<file path="src/rtl/uart_pkg.sv">
// Shared UART definitions: frame constants, baud divisor table, receiver FSM
// state encoding and the even-parity helper.
package uart_pkg;

  localparam int unsigned DATA_BITS  = 32'd8;
  localparam int unsigned OVERSAMPLE = 32'd16;
  localparam int unsigned FRAME_BITS = 32'd11;
  localparam int unsigned DIV_W      = 32'd16;

  // Baud rates indexed by the 3-bit rate code.
  localparam int unsigned BAUD_RATE [8] = '{
    32'd300, 32'd1200, 32'd4800, 32'd9600,
    32'd19200, 32'd38400, 32'd57600, 32'd115200
  };

  typedef enum logic [2:0] {
    ST_IDLE   = 3'd0,
    ST_START  = 3'd1,
    ST_DATA   = 3'd2,
    ST_PARITY = 3'd3,
    ST_STOP   = 3'd4
  } rx_state_e;

  // Clocks per sample tick for a rate code, rounded to nearest.
  function automatic logic [DIV_W-1:0] baud_div(input logic [2:0] code,
                                                input int unsigned clk_hz);
    int unsigned rate_x16;
    rate_x16 = BAUD_RATE[code] * OVERSAMPLE;
    return DIV_W'((clk_hz + rate_x16 / 32'd2) / rate_x16);
  endfunction

  // Even parity: 1 when the byte holds an odd number of ones.
  function automatic logic even_parity(input logic [7:0] data);
    return ^data;
  endfunction

endpackage

</file>
<file path="src/rtl/baud_controller.sv">
// Sample-tick generator: one-clock sample_en pulse every DIV clocks, where
// DIV is chosen by baud_select. Changing baud_select restarts the count.
module baud_controller
  import uart_pkg::*;
#(
  parameter int unsigned CLK_FREQ_HZ = 32'd50000000
) (
  input  logic       clk,
  input  logic       reset,
  input  logic [2:0] baud_select,
  output logic       sample_en
);

  localparam logic [DIV_W-1:0] DIV_TAB [8] = '{
    baud_div(3'd0, CLK_FREQ_HZ), baud_div(3'd1, CLK_FREQ_HZ),
    baud_div(3'd2, CLK_FREQ_HZ), baud_div(3'd3, CLK_FREQ_HZ),
    baud_div(3'd4, CLK_FREQ_HZ), baud_div(3'd5, CLK_FREQ_HZ),
    baud_div(3'd6, CLK_FREQ_HZ), baud_div(3'd7, CLK_FREQ_HZ)
  };

  logic [DIV_W-1:0] w_div;
  logic [DIV_W-1:0] r_cnt;
  logic [2:0]       r_sel;
  logic             r_sample_en;

  assign w_div     = DIV_TAB[baud_select];
  assign sample_en = r_sample_en;

  // Divide the clock; a rate change reloads the counter so the new rate starts cleanly.
  always_ff @(posedge clk or negedge reset) begin
    if (!reset) begin
      r_cnt       <= '0;
      r_sel       <= 3'd0;
      r_sample_en <= 1'b0;
    end else if (baud_select != r_sel) begin
      r_sel       <= baud_select;
      r_cnt       <= '0;
      r_sample_en <= 1'b0;
    end else if (r_cnt >= (w_div - DIV_W'(1))) begin
      r_cnt       <= '0;
      r_sample_en <= 1'b1;
    end else begin
      r_cnt       <= r_cnt + DIV_W'(1);
      r_sample_en <= 1'b0;
    end
  end

endmodule

</file>
<file path="src/rtl/uart_receiver.sv">
// UART receiver: 2-FF synchronizer, 16x oversampled frame FSM
// (start, 8 data LSB-first, even parity, stop) and held result flags.
// Optional build macro RX_MAJORITY_VOTE_EN: each bit is the 2-of-3 majority
// of ticks 6/7/8, decided at tick 8; otherwise a single sample at tick 7.
module uart_receiver
  import uart_pkg::*;
#(
  parameter int unsigned CLK_FREQ_HZ = 32'd50000000,
  parameter int unsigned OVERSAMPLE  = 32'd16
) (
  input  logic       clk,
  input  logic       reset,
  input  logic [2:0] baud_select,
  input  logic       Rx_EN,
  input  logic       RxD,
  output logic [7:0] Rx_DATA,
  output logic       Rx_PERROR,
  output logic       Rx_FERROR,
  output logic       Rx_VALID
);

  localparam logic [3:0] TICK_LAST = 4'(OVERSAMPLE - 32'd1);
`ifdef RX_MAJORITY_VOTE_EN
  localparam logic [3:0] DECIDE_TICK = 4'd8;
`else
  localparam logic [3:0] DECIDE_TICK = 4'd7;
`endif

  logic       w_sample_en;
  logic       r_sync1, r_sync2;
  rx_state_e  r_state, w_next_state;
  logic [3:0] r_tick_cnt;
  logic [2:0] r_bit_cnt;
  logic [7:0] r_shift;
  logic       r_par_err;
  logic       r_armed;
  logic [7:0] r_data;
  logic       r_perror, r_ferror, r_valid;
  logic       w_bit, w_decide, w_bit_end, w_start;

  baud_controller #(.CLK_FREQ_HZ(CLK_FREQ_HZ)) u_baud (
    .clk        (clk),
    .reset      (reset),
    .baud_select(baud_select),
    .sample_en  (w_sample_en)
  );

  // Bring the asynchronous line into the clock domain; idle level is 1.
  always_ff @(posedge clk or negedge reset) begin
    if (!reset) begin
      r_sync1 <= 1'b1;
      r_sync2 <= 1'b1;
    end else begin
      r_sync1 <= RxD;
      r_sync2 <= r_sync1;
    end
  end

`ifdef RX_MAJORITY_VOTE_EN
  logic r_s6, r_s7;

  // Hold the tick-6 and tick-7 samples for the vote taken at tick 8.
  always_ff @(posedge clk or negedge reset) begin
    if (!reset) begin
      r_s6 <= 1'b1;
      r_s7 <= 1'b1;
    end else if (w_sample_en) begin
      if (r_tick_cnt == 4'd6) r_s6 <= r_sync2;
      if (r_tick_cnt == 4'd7) r_s7 <= r_sync2;
    end
  end

  assign w_bit = (r_s6 & r_s7) | (r_s6 & r_sync2) | (r_s7 & r_sync2);
`else
  assign w_bit = r_sync2;
`endif

  assign w_decide  = w_sample_en && (r_tick_cnt == DECIDE_TICK);
  assign w_bit_end = w_sample_en && (r_tick_cnt == TICK_LAST);
  assign w_start   = (r_state == ST_IDLE) && Rx_EN && r_armed && !r_sync2;

  // FSM state register.
  always_ff @(posedge clk or negedge reset) begin
    if (!reset) r_state <= ST_IDLE;
    else        r_state <= w_next_state;
  end

  // Next-state logic; disabling the receiver drops any partial frame.
  always_comb begin
    w_next_state = r_state;
    if (!Rx_EN) begin
      w_next_state = ST_IDLE;
    end else begin
      case (r_state)
        ST_IDLE:   if (w_start) w_next_state = ST_START;
                   else w_next_state = ST_IDLE;
        ST_START:  if (w_decide && w_bit) w_next_state = ST_IDLE;
                   else if (w_bit_end) w_next_state = ST_DATA;
                   else w_next_state = ST_START;
        ST_DATA:   if (w_bit_end && (r_bit_cnt == 3'd7)) w_next_state = ST_PARITY;
                   else w_next_state = ST_DATA;
        ST_PARITY: if (w_bit_end) w_next_state = ST_STOP;
                   else w_next_state = ST_PARITY;
        ST_STOP:   if (w_decide) w_next_state = ST_IDLE;
                   else w_next_state = ST_STOP;
        default:   w_next_state = ST_IDLE;
      endcase
    end
  end

  // Frame datapath: tick/bit counters, shift register, parity, re-arm and result flags.
  always_ff @(posedge clk or negedge reset) begin
    if (!reset) begin
      r_tick_cnt <= 4'd0;
      r_bit_cnt  <= 3'd0;
      r_shift    <= 8'h00;
      r_par_err  <= 1'b0;
      r_armed    <= 1'b0;
      r_data     <= 8'h00;
      r_perror   <= 1'b0;
      r_ferror   <= 1'b0;
      r_valid    <= 1'b0;
    end else begin
      if (r_state == ST_IDLE) begin
        r_tick_cnt <= 4'd0;
        r_bit_cnt  <= 3'd0;
      end else if (w_sample_en) begin
        r_tick_cnt <= r_tick_cnt + 4'd1;
        if ((r_state == ST_DATA) && (r_tick_cnt == TICK_LAST)) r_bit_cnt <= r_bit_cnt + 3'd1;
      end

      if ((r_state == ST_DATA) && w_decide) r_shift <= {w_bit, r_shift[7:1]};
      if ((r_state == ST_PARITY) && w_decide) r_par_err <= even_parity(r_shift) ^ w_bit;

      // A start is only accepted after the line was seen high in IDLE (no start on a break).
      if (r_state == ST_IDLE) begin
        if (w_start)      r_armed <= 1'b0;
        else if (r_sync2) r_armed <= 1'b1;
      end else begin
        r_armed <= 1'b0;
      end

      if (w_start) begin
        r_valid  <= 1'b0;
        r_perror <= 1'b0;
        r_ferror <= 1'b0;
      end else if ((r_state == ST_STOP) && w_decide && Rx_EN) begin
        r_data   <= r_shift;
        r_ferror <= ~w_bit;
        r_perror <= r_par_err;
        r_valid  <= w_bit & ~r_par_err;
      end
    end
  end

  assign Rx_DATA   = r_data;
  assign Rx_PERROR = r_perror;
  assign Rx_FERROR = r_ferror;
  assign Rx_VALID  = r_valid;

endmodule

</file>
<file path="config.mk">
export PLATFORM = sky130hd
export DESIGN_NAME = uart_receiver
export DESIGN_NICKNAME = d
export VERILOG_FILES = /design/src/rtl/uart_pkg.sv /design/src/rtl/baud_controller.sv /design/src/rtl/uart_receiver.sv
export SDC_FILE = /design/constraint.sdc
export NUM_CORES = 1
export LEC_CHECK = 0
export BUFFER_PORTS_ARGS = -buffer_cell sky130_fd_sc_hd__buf_2
export CORE_ASPECT_RATIO = 0.75
export CORE_UTILIZATION = 50
export CTS_CLUSTER_DIAMETER = 120
export DETAILED_ROUTE_END_ITERATION = 7
export GPL_TIMING_DRIVEN = 0
export HOLD_SLACK_MARGIN = 0.02
export PLACE_DENSITY_LB_ADDON = 0.08
export SYNTH_ARGS = -nofsm -noshare
export SYNTH_HDL_FRONTEND = slang
export SYNTH_SLANG_ARGS = --single-unit
</file>
<file path="constraint.sdc">
create_clock -name clk -period 5.8 [get_ports clk]
set_clock_uncertainty 0.15 [all_clocks]
set_input_delay 1.16 -clock clk [delete_from_list [all_inputs] [get_ports clk]]
set_output_delay 1.16 -clock clk [all_outputs]
set_load 0.01 [all_outputs]
</file>
# [Word-level counts from Yosys, hierarchy flattened]
# Memories as Yosys holds them, arrays and structs flattened.
# Cells that the tools add are included.
[word_totals] inputBits=7 mem_count=1 latchBits=0 ramBits=0 romBits=128 reg_bits=53
[classes] reduce_logical=20 n_addsub=4 n_lt_le_gt_ge=2 mul=0 mux=28 div=0 n_eq_ne=9 bitwise_logic=6 n_shift=0
[mem_list] memory="(name not given)" depth=8 width=16 read_ports=1 rd_clocked_by_memory_dff=0 write_ports=0 line="baud_controller.sv:26" text="assign w_div = DIV_TAB[baud_select];"
[op_table] op="16-bit 2-to-1 mux" count=4
[op_table] op="3-bit 2-to-1 mux" count=6
[op_table] op="16-bit by 1-bit adder with 16-bit output (second input constant)" count=1
[op_table] op="16-bit greater-or-equal comparator" count=1
[op_table] op="16-bit by 1-bit subtractor with 16-bit output (second input constant)" count=1
[op_table] op="3-bit one-hot mux with 5 select lines" count=1
[op_table] op="1-bit 2-to-1 mux" count=13
[op_table] op="1-bit logical AND" count=12
[op_table] op="4-bit 2-to-1 mux" count=2
[op_table] op="8-bit XOR reduction" count=1
[op_table] op="3-bit by 2-bit equality test with 1-bit output (second input constant)" count=2
[op_table] op="3-bit equality test (second input constant)" count=2
[op_table] op="2-bit nonzero test" count=3
[op_table] op="4-bit by 1-bit adder with 4-bit output (second input constant)" count=1
[op_table] op="4-bit by 3-bit equality test with 1-bit output (second input constant)" count=1
[op_table] op="4-bit equality test (second input constant)" count=1
[op_table] op="4-bit greater-or-equal comparator (second input constant)" count=1
[op_table] op="2-bit 2-to-1 mux" count=2
[op_table] op="3-bit NOT with 4-bit output" count=1
[op_table] op="2-bit AND reduction" count=2
[op_table] op="3-bit by 1-bit adder with 3-bit output (second input constant)" count=1
[op_table] op="3-bit by 1-bit equality test with 1-bit output (second input constant)" count=1
[op_table] op="3-bit logical NOT" count=1
[op_table] op="3-bit inequality test" count=1
[op_table] op="other kinds (5)" count=7

# [Depth between registers and ports, before layout]
[logic_depth] ltp_word=8 mapped_depth=18 depth_no_buf=16

# [By module]
# From an unflattened synthesis, not the netlist that was laid out.
[unflattened] cells_unflattened=307 area_unflattened_um2=3203.1
[by_module_without_submodules] module="baud_controller" instances=1 cells_per_inst=191 area_per_inst_um2=1691.6 seq_area_each_um2=500.5
[by_module_without_submodules] module="uart_receiver" instances=1 cells_per_inst=116 area_per_inst_um2=1511.4 seq_area_each_um2=828.3

# [Worst setup path after synthesis]
# Ideal clock, no wire load.
[synth_timing] path_kind="input to register" from="input port baud_select[0]" to="register u_baud.r_cnt[10]" setup_slack_ps=1406 t_arrival_ps=4123 cell_stages=18 n_path_buf=2 required_time_ps=5529 setup_time_ps=121 cell_sequence="clkbuf_1 inv_1 ha_1 nand2_1 o21ai_0 inv_1 ha_1 o311a_1 o21ai_0 a211oi_1 a21oi_1 ha_1 nand3_1 nor4_1 o311ai_1 nand3_1 buf_2 nor2_1"
[synth_via] elab_chain_len=8 elab_cells_between_ends=9 cone_classes="add/sub (1); order compare (1); eq/ne (1); mux (4); bitwise (1); memory (1)"
[synth_lines] item="from (decl)" line="uart_receiver.sv:13" text="input logic [2:0] baud_select,"
[synth_lines] item="3-bit NOT with 4-bit output (not written as such)" line="baud_controller.sv:26"
[synth_lines] item="memory read 8 x 16 bit"
[synth_lines] item="16-bit 2-to-1 mux (not written as such) (2 in series)" line="baud_controller.sv:26"
[synth_lines] item="16-bit by 1-bit subtractor with 16-bit output" line="baud_controller.sv:39" text="end else if (r_cnt >= (w_div - DIV_W'(1))) begin"
[synth_lines] item="16-bit greater-or-equal comparator" line="baud_controller.sv:39"
[synth_lines] item="16-bit 2-to-1 mux" line="baud_controller.sv:39"
[synth_lines] item="16-bit 2-to-1 mux (*)" line="baud_controller.sv:35" text="end else if (baud_select != r_sel) begin"
[synth_lines] item="to (signal assigned)" line="baud_controller.sv:43" text="r_cnt <= r_cnt + DIV_W'(1);"
[synth_lines] item="to (decl)" line="baud_controller.sv:22" text="logic [DIV_W-1:0] r_cnt;"
# Every way passes the cells marked *; elsewhere a longest branch is shown, timed or not. The select of a mux whose other input is x is not followed.
# A chain may end at the register's enable or synchronous reset.

# [Worst setup path in the final report]
[layout_timing] from="input port baud_select[0]" to="register u_baud.r_cnt[9]"
# Same word-level chain as after synthesis.

==> impl.org <==
** Run status
- Outcome :: finished, final reports clean

** Synth
- Share of synthesized area occupied by flip-flops and latches :: 43.5%
- Counting distinct cell types in the post-synthesis netlist gives 51.
- Yosys Warn Count :: 0
- Yosys instantiated no cell more often than sky130_fd_sc_hd__dfrtp_1.
- Fraction of synthesis flops using an asynchronous set or reset pin :: 100%
- A synthesized cell averages 10.2 um2.
- Synthesized netlist cell count :: 300
- Among all flip-flop cells after synthesis, the most frequent one is sky130_fd_sc_hd__dfrtp_1.
- Top cells by instance count after synthesis :: sky130_fd_sc_hd__dfrtp_1, sky130_fd_sc_hd__nor2_1, sky130_fd_sc_hd__ha_1
- The cell area that synthesis handed to floorplanning was 3060 um2.
- The synthesized design contains 53 register bits.
- Top cells by area, synth :: sky130_fd_sc_hd__dfrtp_1, sky130_fd_sc_hd__ha_1, sky130_fd_sc_hd__xnor2_1, sky130_fd_sc_hd__mux2_2, sky130_fd_sc_hd__nor2_1
- EDFF count, synth :: 0
- Post-synth net total :: 334
- Area share of the largest cell type after synthesis :: 41.8%
- Most area-hungry cell type in the Yosys netlist :: sky130_fd_sc_hd__dfrtp_1

** Setup path
- Classification of the worst setup path :: in2reg
- Kind of launch point of the worst setup path :: primary input
- Crit Path Max Fanout :: 10
- In this run the critical register-to-register path is launched from u_baud.r_cnt[12].
- Critical path capture point type :: register
- For the worst flop-to-flop path, the logic depth is 7.
- Critical path data required time :: 5850 ps
- Signal arrival time at the worst endpoint :: 5100 ps
- The worst register-to-register path ends at u_baud.r_cnt[9].
- Across all register-to-register paths, the minimum setup slack is 3340 ps.

** Placed design
- Half-perimeter wire length of the detailed placement result :: 4010 um
- Weighted congestion at the end of routability-driven global placement :: 0.843
- Buffers placed on the I/O ports in this run total 17.
- Cells after DPL :: 395

** Pwr
- VDD sags by at most 0.110 mV.
- Cell leakage power :: 0.00158 uW
- Power per Cell Area :: 201 nW/um2

** Timing
- Shortest clock period the worst path allows after layout :: 5050 ps
- Setup repair after global routing left no endpoint under its margin.
- Max_slew headroom :: 21.8%
- Number of setup violations in the final report :: 0
- For the pin with the worst max-slew slack, the measured transition is 1170 ps.
- Setup Total Neg Slack :: 0 ps
- On the final layout, the worst hold slack is 223 ps.
- Final Hold Vio Count :: 0
- Post-route clock period utilization :: 87.0%
- Count of pins over their slew limit :: 0
- F_max :: 198 MHz

** Finish
- NumNets Final :: 358
- The number of antenna diodes in the final layout is 0.
- In the final layout, the multi-input gates occupy 1630 um2.
- Once layout is complete, the cells apart from fillers number 403.
- Across the whole layout, storage elements account for 1330 um2.
- Area overhead of the layout relative to synthesis :: 9.17%
- Fill cells :: 518
- The post-route netlist has 14.5% of its cells at a drive strength greater than 1.
- Final core occ :: 57.0%

** Floorplan
- For this configuration, the core starts out at a cell density of 52.2%.
- In this run the standard cell core region covers 5860 um2.
- The floorplan step set the die width to 92.3 um.
- Overall die height :: 69.7 um
- In this run the count of I/O pins placed on the die edge is 18.
- The floorplan has 24 rows.
- Total die area :: 6430 um2

** Clocking
- Post-CTS timing repair inserted 0 buffers for setup.
- Clock Tree Root :: sky130_fd_sc_hd__clkbuf_8
- Clock-pin slew was measured on the worst setup and hold paths at 100 ps.
- Post-cts resize count :: 0
- TritonCTS sink count :: 53
- The number of clock buffers added by TritonCTS is 5.
- TritonCTS built the clock tree.
- The clock tree synthesis step divided the H-tree into 2 levels.
- The clock passes through at most 2 buffers.
- Buffers inserted to repair hold after CTS numbered 0.
- Clock latency on the worst-skew pair, taken at its later pin, is 310 ps.

** Run
- Reported max-cap violation count :: 0

** GRT
- The number of global-route vias before repair came to 2098.
- Global routing consumed, over all layers together, 19.0% of the routing resources.
- Largest net degree at the start of global routing :: 54
- First-pass GRT wire length :: 9690 um
- Summed over all layers, the global routing overflow is 0.
- Initial antenna violation count :: 0

** Drt
- Vias :: 2126
- Total wirelength of the detailed-routed design :: 5370 um
- For this block, the initial DRC count from the detailed router was 77.
- Post-detailed-route DRC marker count :: 0
- Remaining antenna violation count after routing :: 0
- In the final routed layout, each cell accounts on average for 13.3 um.
- Vias/cell :: 5.28
- The pre-antenna-repair detailed-routing pass consisted of 4 iterations.

** Min path
- Classification of the worst-slack hold path :: reg2reg
- The path with the worst hold slack has its endpoint at r_sync2.
- The worst hold path begins at r_sync1.
- Counting instances, the worst hold path has a depth of 0.
-- cell families (layout without fill, tap and decap cells) --
family          count (synthesis)  in the layout  synth area share (%)
fa+ha+maj                      27             27                  11.1
buf+inv                        22             47                  3.11
flops                          53             53                  43.5
other cells                     1              1                 0.123
simple gates                  102            102                  16.5
mux                            20             20                  7.37
xor+xnor                       34             34                  9.75
compound gates                 41             41                  8.64
-- registers in the layout, summed over array words and instances, names as in the netlist, 3 cells and up --
name / cells
u_baud.r_cnt: 16
Rx_DATA: 8
r_shift: 8
r_tick_cnt: 4
r_bit_cnt: 3
r_state: 3
u_baud.r_sel: 3
-- routing by layer --
metal	global-route usage (%)	share of wire (%)	wire length (um)
met1	28.6	55	2970
met2	28.1	41	2170
met3	4.06	3.4	180
met4	4.51	0.67	36
met5	0	0	0
-- worst max-delay path by stage --
stage	depth (start not counted)	to	slack, ps	start
6_report	19	u_baud.r_cnt[9]	750	baud_select[0]
5_1_grt	19	u_baud.r_cnt[9]	310	baud_select[0]
4_1_cts	19	u_baud.r_cnt[9]	770	baud_select[0]
3_5_place_dp	19	u_baud.r_cnt[9]	430	baud_select[0]
3_3_place_gp	19	u_baud.r_cnt[14]	510	baud_select[0]
2_1_floorplan	18	u_baud.r_cnt[10]	1410	baud_select[0]
-- layout make-up --
type,count,area share (%)
Tap cell,78,2.93
Clock buffer,5,2.06
Sequential cell,53,39.8
Clock inverter,3,0.863
Multi-Input combinational cell,225,48.9
Timing Repair Buffer,17,2.55
Buffer,10,1.43
Inverter,12,1.43
-- metrics by stage --
step	total power [uW]	area (um2)	setup slack (ps)
after detailed placement	459	3240	431
after CTS	681	3340	770
after floorplan	434	3060	1410
after global routing	707	3340	312
final	669	3340	751
after global placement	458	3240	515
-- cell usage in the layout, fill, tap and decap left out, drive strengths merged, types with 2 or more instances in the layout --
master  instances
a21o            4
nand2          20
xnor2          20
a21oi          12
nor2b           7
dfrtp          51
ha             27
xor2           14
or4             2
mux2i           3
inv            14
nor3            2
dfstp           2
nand2b          2
clkbuf         12
nor2           34
buf            20
o211ai          2
mux2           17
nand4           3
o22ai           2
nand3          19
o311ai          2
and3            4
o21a            3
o21ai           8
-- critical path, stage by stage --
cell and delay, ps:
sky130_fd_sc_hd__buf_2 130, sky130_fd_sc_hd__clkbuf_1 310, sky130_fd_sc_hd__inv_1 180, sky130_fd_sc_hd__ha_1 260, sky130_fd_sc_hd__nand2_1 60, sky130_fd_sc_hd__o21ai_0 160, sky130_fd_sc_hd__inv_1 100, sky130_fd_sc_hd__ha_1 140
sky130_fd_sc_hd__o311a_1 220, sky130_fd_sc_hd__o21ai_0 100, sky130_fd_sc_hd__a211oi_1 440, sky130_fd_sc_hd__a21oi_1 80, sky130_fd_sc_hd__ha_1 310, sky130_fd_sc_hd__nand3_1 100, sky130_fd_sc_hd__nor4_1 490, sky130_fd_sc_hd__o311ai_1 240
sky130_fd_sc_hd__nand3_1 280, sky130_fd_sc_hd__buf_2 270, sky130_fd_sc_hd__nor2_1 80
-- report_power, final --
part | switching (uW) | leakage (uW) | internal [uW] | total, uW
Clock | 127 | 0.0000506 | 90.4 | 218
Sequential | 3.72 | 0.000721 | 374 | 378
Combinational | 45.0 | 0.000809 | 28.6 | 73.5
(Power assumes the default switching activity.)
